### config.mk
export PLATFORM = sky130hd
export DESIGN_NAME = msrv32_machine_control
export DESIGN_NICKNAME = d
export VERILOG_FILES = /design/src/rtl/msrv32_machine_control.sv
export SDC_FILE = /design/constraint.sdc
export NUM_CORES = 1
export LEC_CHECK = 0
export CAP_MARGIN = 30
export CORE_UTILIZATION = 28
export DETAILED_ROUTE_END_ITERATION = 10
export PLACE_DENSITY = 0.78
export SLEW_MARGIN = 15
export SYNTH_ARGS = -nofsm -noshare
export SYNTH_HDL_FRONTEND = slang
export SYNTH_SLANG_ARGS = --single-unit
### constraint.sdc
create_clock -name clk_in -period 1.65 [get_ports clk_in]
set_input_delay 0.165 -clock clk_in [delete_from_list [all_inputs] [get_ports clk_in]]
set_output_delay 0.165 -clock clk_in [all_outputs]
set_load 0.005 [all_outputs]
### src/rtl/msrv32_machine_control.sv
// msrv32_machine_control
//   Trap and privileged-flow controller. Decodes exceptions, qualified
//   interrupts and MRET from the current instruction and the CSR enable and
//   pending bits. Runs the RESET/OPERATING/TRAP_TAKEN/TRAP_RETURN machine and
//   drives the CSR-file trap strobes, the PC-mux select and pipeline flush.
// Ports
//   clk_in, rst_in            : clock, synchronous active-low reset
//   illegal/misaligned_*_in   : exception sources
//   opcode/funct3/funct7/rs*/rd : instruction fields for ECALL/EBREAK/MRET
//   mie_in, m{e,t,s}ie_in/ip_in : interrupt enables and pending bits
//   i_or_e/cause/misaligned_exception_out : trap info, held until next trap
//   set_cause/set_epc/mie_clear/mie_set/instret_inc_out : CSR strobes
//   pc_src_out (00 boot, 01 next, 10 epc, 11 trap), flush_out
module msrv32_machine_control (
  input  logic       clk_in,
  input  logic       rst_in,
  input  logic       illegal_instr_in,
  input  logic       misaligned_instr_in,
  input  logic       misaligned_load_in,
  input  logic       misaligned_store_in,
  input  logic [4:0] opcode_6_2_in,
  input  logic [2:0] funct3_in,
  input  logic [6:0] funct7_in,
  input  logic [4:0] rs1_addr_in,
  input  logic [4:0] rs2_addr_in,
  input  logic [4:0] rd_addr_in,
  input  logic       mie_in,
  input  logic       meie_in,
  input  logic       mtie_in,
  input  logic       msie_in,
  input  logic       meip_in,
  input  logic       mtip_in,
  input  logic       msip_in,
  output logic       i_or_e_out,
  output logic [3:0] cause_out,
  output logic       set_cause_out,
  output logic       set_epc_out,
  output logic       mie_clear_out,
  output logic       mie_set_out,
  output logic       instret_inc_out,
  output logic       misaligned_exception_out,
  output logic [1:0] pc_src_out,
  output logic       flush_out
);

  typedef enum logic [1:0] {
    RESET       = 2'b00,
    OPERATING   = 2'b01,
    TRAP_TAKEN  = 2'b10,
    TRAP_RETURN = 2'b11
  } state_t;

  state_t     r_state;
  logic [3:0] r_cause;
  logic       r_i_or_e;
  logic       r_misaligned;
  logic [1:0] r_pc_src;
  logic       r_flush;
  logic       r_set_trap;
  logic       r_mie_set;

  // SYSTEM-opcode decode
  logic w_system, w_zero_regs, w_ecall, w_ebreak, w_mret;
  assign w_system    = (opcode_6_2_in == 5'b11100) && (funct3_in == 3'b000);
  assign w_zero_regs = (rs1_addr_in == 5'd0) && (rd_addr_in == 5'd0);
  assign w_ecall     = w_system && w_zero_regs && (funct7_in == 7'd0) && (rs2_addr_in == 5'd0);
  assign w_ebreak    = w_system && w_zero_regs && (funct7_in == 7'd0) && (rs2_addr_in == 5'd1);
  assign w_mret      = w_system && w_zero_regs && (funct7_in == 7'b0011000) &&
                       (rs2_addr_in == 5'b00010);

  // Exception detection and priority-encoded cause
  logic       w_exc;
  logic [3:0] w_exc_cause;
  assign w_exc = misaligned_instr_in | illegal_instr_in | w_ebreak | w_ecall |
                 misaligned_load_in | misaligned_store_in;

  always_comb begin
    w_exc_cause = 4'd0;
    if (misaligned_instr_in)     w_exc_cause = 4'd0;
    else if (illegal_instr_in)   w_exc_cause = 4'd2;
    else if (w_ebreak)           w_exc_cause = 4'd3;
    else if (w_ecall)            w_exc_cause = 4'd11;
    else if (misaligned_load_in) w_exc_cause = 4'd4;
    else                         w_exc_cause = 4'd6;
  end

  // Interrupt qualification: global MIE gates all three sources
  logic       w_int_ext, w_int_sw, w_int_tmr, w_int;
  logic [3:0] w_int_cause;
  assign w_int_ext = mie_in & meie_in & meip_in;
  assign w_int_sw  = mie_in & msie_in & msip_in;
  assign w_int_tmr = mie_in & mtie_in & mtip_in;
  assign w_int     = w_int_ext | w_int_sw | w_int_tmr;
  assign w_int_cause = w_int_ext ? 4'd11 : (w_int_sw ? 4'd3 : 4'd7);

  logic       w_trap;
  logic [3:0] w_trap_cause;
  logic       w_misaligned_cause;
  assign w_trap       = w_exc | w_int;
  assign w_trap_cause = w_exc ? w_exc_cause : w_int_cause;
  // mtval capture only for address-misaligned exceptions (causes 0/4/6)
  assign w_misaligned_cause = w_exc && ((w_exc_cause == 4'd0) ||
                              (w_exc_cause == 4'd4) || (w_exc_cause == 4'd6));

  // State machine; pc_src/flush/strobes are registered for the next state.
  always_ff @(posedge clk_in) begin
    if (!rst_in) begin
      r_state      <= RESET;
      r_cause      <= 4'd0;
      r_i_or_e     <= 1'b0;
      r_misaligned <= 1'b0;
      r_pc_src     <= 2'b00;
      r_flush      <= 1'b1;
      r_set_trap   <= 1'b0;
      r_mie_set    <= 1'b0;
    end else begin
      // Default: next state is OPERATING
      r_pc_src   <= 2'b01;
      r_flush    <= 1'b0;
      r_set_trap <= 1'b0;
      r_mie_set  <= 1'b0;
      case (r_state)
        OPERATING: begin
          if (w_trap) begin
            r_state      <= TRAP_TAKEN;
            r_cause      <= w_trap_cause;
            r_i_or_e     <= ~w_exc;
            r_misaligned <= w_misaligned_cause;
            r_pc_src     <= 2'b11;
            r_flush      <= 1'b1;
            r_set_trap   <= 1'b1;
          end else if (w_mret) begin
            r_state   <= TRAP_RETURN;
            r_pc_src  <= 2'b10;
            r_flush   <= 1'b1;
            r_mie_set <= 1'b1;
          end else begin
            r_state <= OPERATING;
          end
        end
        default: r_state <= OPERATING;
      endcase
    end
  end

  assign i_or_e_out               = r_i_or_e;
  assign cause_out                = r_cause;
  assign misaligned_exception_out = r_misaligned;
  assign set_cause_out            = r_set_trap;
  assign set_epc_out              = r_set_trap;
  assign mie_clear_out            = r_set_trap;
  assign mie_set_out              = r_mie_set;
  assign pc_src_out               = r_pc_src;
  assign flush_out                = r_flush;
  // Retirement is the only output that looks at the live instruction
  assign instret_inc_out          = (r_state == OPERATING) && !w_trap;

endmodule

==> impl_metrics.csv <==
group,metric,value,unit
status,status,"finished clean",
cells_and_area,area_growth,110,%
yosys,yosys_warnings,0,
yosys,synth_top_area_cell,"dfxtp_1",
yosys,synth_xor_area_share,0,%
cts,htreeDepth,1,
yosys,avgSynthCellArea,8.47,µm²
grt,grt_overflow,0,
yosys,synth_top_family_by_area,"simple AND/OR/NAND/NOR gates",
sta,min_period,1.62,ns
cts,clk_latency,0.27,ns
floorplanning,start_util,30.0,%
setup_path,r2r_start,"r_state[0]$_SDFF_PN0_",
grt,use_met3,5.06,%
place,post-dp-hpwl,1880,µm
sta,fin_ws,0.0314,ns
yosys,synthSimpleGateAreaFrac,32.7,%
yosys,syn_inst,79,
routing,via_count,957,
floorplanning,die_area,0.00259,mm²
yosys,synth_top_area_share,35.9,%
yosys,syn_nets,122,
setup_path,cp-end-kind,"output port",
routing,vias_per_cell,5.23,
cts,cts_num_sinks,12,
yosys,synth_compound_area_share,24.7,%
sta,setup_violations,0,
pwr,p_leak,0.596,nW
grt,grt_pass1_vias,941,
yosys,synthMuxAreaShare,0,%
yosys,synth-seq-cells,12,
floorplanning,core,0.00223,mm²
yosys,synth_area_leaders,"dfxtp_1, a21oi_1, nand2_1",
hold_path,worst_hold_path_type,"in2reg",
grt,grt_max_degree,10,
sta,slew_headroom,77.7,%
yosys,mappedNetlistArea,669,µm²
floorplanning,die_w,50.9,µm
grt,grt_antenna_before_repair,0,
routing,drc,0,
place,dpl_cell_area,0.00134,mm²
yosys,synth.yosys.seq_area_share,35.9,%
setup_path,rr_worst_depth,5,
cts,cts_root_buffer,"clkbuf_4",
yosys,synth_cell_types,33,
sta,fmax,618,MHz
grt,grt-busiest-layer,"met2",
setup_path,r2r_end,"mie_set_out$_SDFF_PP0_",
setup_path,crit_arrival,1.45,ns
place,routabilityCongestion,0.851,
hold_path,holdPathEnd,"mie_set_out$_SDFF_PP0_",
cells_and_area,final_nets,199,
place,io_buffers,56,
flow_run,cap_violations,0,
sta,maxSlewViolCount,0,
setup_path,required,1.48,ns
place,dp_slack,-0.658,ns
sta,final_hold_viol_count,0,
cts,cts_tree,"done",
hold_path,whs_path_depth,3,
cts,numCtsBuffers,3,
yosys,synth_ff_type,"dfxtp_1",
yosys,synth_edf_count,0,
sta,period_share,98.1,%
grt,met1_usage,20.2,%
cells_and_area,finalInstanceArea,0.00141,mm²
grt,grt_first_pass_wirelength,3890,µm
sta,worst_pin_slew,0.332,ns
yosys,synth-async-reset-ratio,0,%
cells_and_area,drive_gt1_share,37.4,%
grt,grt_util_met2,38.7,%
sta,finClkSkew,0.00235,ns
grt,grt_usage,19.4,%
cts,clockBufferDepth,2,
routing,drt_wl_total,2560,µm
routing,wl_per_cell,14.0,µm
setup_path,critPathMaxFanout,2,
pwr,power,0.775,mW
routing,ant_nets,0,
routing,drt_pass1_iterations,4,
cts,cts.clk_slew.worst_paths,0.07,ns
yosys,synthAdderAreaFrac,0,%
hold_path,hold_path.startpoint,"rs2_addr_in[1]",
floorplanning,io_pins,57,
floorplanning,rows,17,
setup_path,ff2ff_setup_slack,0.35,ns
pwr,ir_drop,486,µV
floorplanning,dieHeight,50.9,µm
pwr,powerDensity,551,mW/mm²
routing,drt_iter0_drc,26,
setup_path,critPathLaunchType,"primary input",
setup_path,path_class,"in2out",
cells_and_area,antenna-diode-count,0,
## area by class of cell
| class | count | area, µm² |
|---|---|---|
| Clock buffer | 4 | 36.3 |
| Fill cell | 194 | 828 |
| Inverter | 2 | 7.51 |
| Timing Repair Buffer | 77 | 646 |
| Multi-Input combinational cell | 60 | 440 |
| Tap cell | 28 | 35.0 |
| Sequential cell | 12 | 240 |
## flip-flops by register name, indices dropped and copies added, names as in the netlist
| signal | count |
|---|---|
| cause_out | 4 |
| i_or_e_out | 1 |
| mie_set_out | 1 |
| r_state | 2 |
| flush_out | 1 |
| misaligned_exception_out | 1 |
| mie_clear_out | 1 |
| pc_src_out | 1 |
## power breakdown
| group | internal [mW] | switching (mW) |
|---|---|---|
| Clock | 0.134 | 0.0953 |
| Sequential | 0.308 | 0.00906 |
| Combinational | 0.144 | 0.0844 |
## logic make-up (layout without fill, tap and decap cells)
family,after synthesis,count (layout)
and+or+nand+nor,37,37
buffers and inverters,7,83
AOI/OAI and AO/OA,23,23
DFF,12,12
## cells in the mapped netlist (all sizes together) (2+ instances only)
library cell   n
nand2          7
buf            4
nor2b          2
inv            2
o21ai          4
nor4           5
nand3          3
nor2           6
a21oi          8
and3           2
o22ai          2
dfxtp         12
or3            3
a22o           2
nor3           2
## timing repair
item	in CTS	in global routing
setup buffers	4	2
endpoints found under the setup margin	11	2
hold buffers	0	0
pin swaps	12	9
resized for setup	90	11
## worst max-delay path by stage
stage | startpoint | endpoint | slack (ns) | cells after the start
2_1_floorplan | rs1_addr_in[3] | cause_out[1]$_SDFFE_PN0P_ | 0.04 | 6
3_3_place_gp | rs1_addr_in[3] | instret_inc_out | -0.63 | 6
3_5_place_dp | opcode_6_2_in[1] | instret_inc_out | -0.66 | 6
4_1_cts | funct7_in[1] | instret_inc_out | 0.001 | 6
5_1_grt | rs2_addr_in[4] | mie_set_out$_SDFF_PP0_ | -0.01 | 8
6_report | illegal_instr_in | instret_inc_out | 0.03 | 5
## per-stage QoR
step / cells / hold WS, ns / utilization, % / TNS [ns]
2_1_floorplan: 79 / 0.282 / - / 0
3_3_place_gp: 173 / 0.465 / 60.0 / -4.56
3_5_place_dp: 173 / 0.472 / 60.0 / -4.94
4_1_cts: 181 / 0.225 / 60.4 / 0
5_1_grt: 183 / 0.275 / 62.9 / -0.0177
6_report: 183 / 0.268 / 62.9 / 0
## cells in the final DEF, fill, tap and decap left out, drive strengths merged, types with 2 or more instances in the layout
master / netlist / routed
a22o: 2 / 2
nor3: 2 / 2
or3: 3 / 3
clkdlybuf4s50: 0 / 24
buf: 4 / 39
nand3: 3 / 3
dfxtp: 12 / 12
nor2b: 2 / 2
a21oi: 8 / 8
nor2: 6 / 6
clkbuf: 1 / 5
dlymetal6s2s: 0 / 2
clkdlybuf4s15: 0 / 10
inv: 2 / 2
and3: 2 / 2
nand2: 7 / 7
nor4: 5 / 5
o21ai: 4 / 4
o22ai: 2 / 2
## layer usage
metal	routed length, µm	vias up
li1	-	453
met1	914	457
met2	1450	41
met3	163	6
met4	40	0
met5	0	-
## worst max-delay path, stage by stage
cell and delay, ns:
clkdlybuf4s50_1 0.44, nor4_2 0.33, and3_4 0.25, and3_4 0.18, buf_6 0.08
Power figures use the tool's default switching activity.
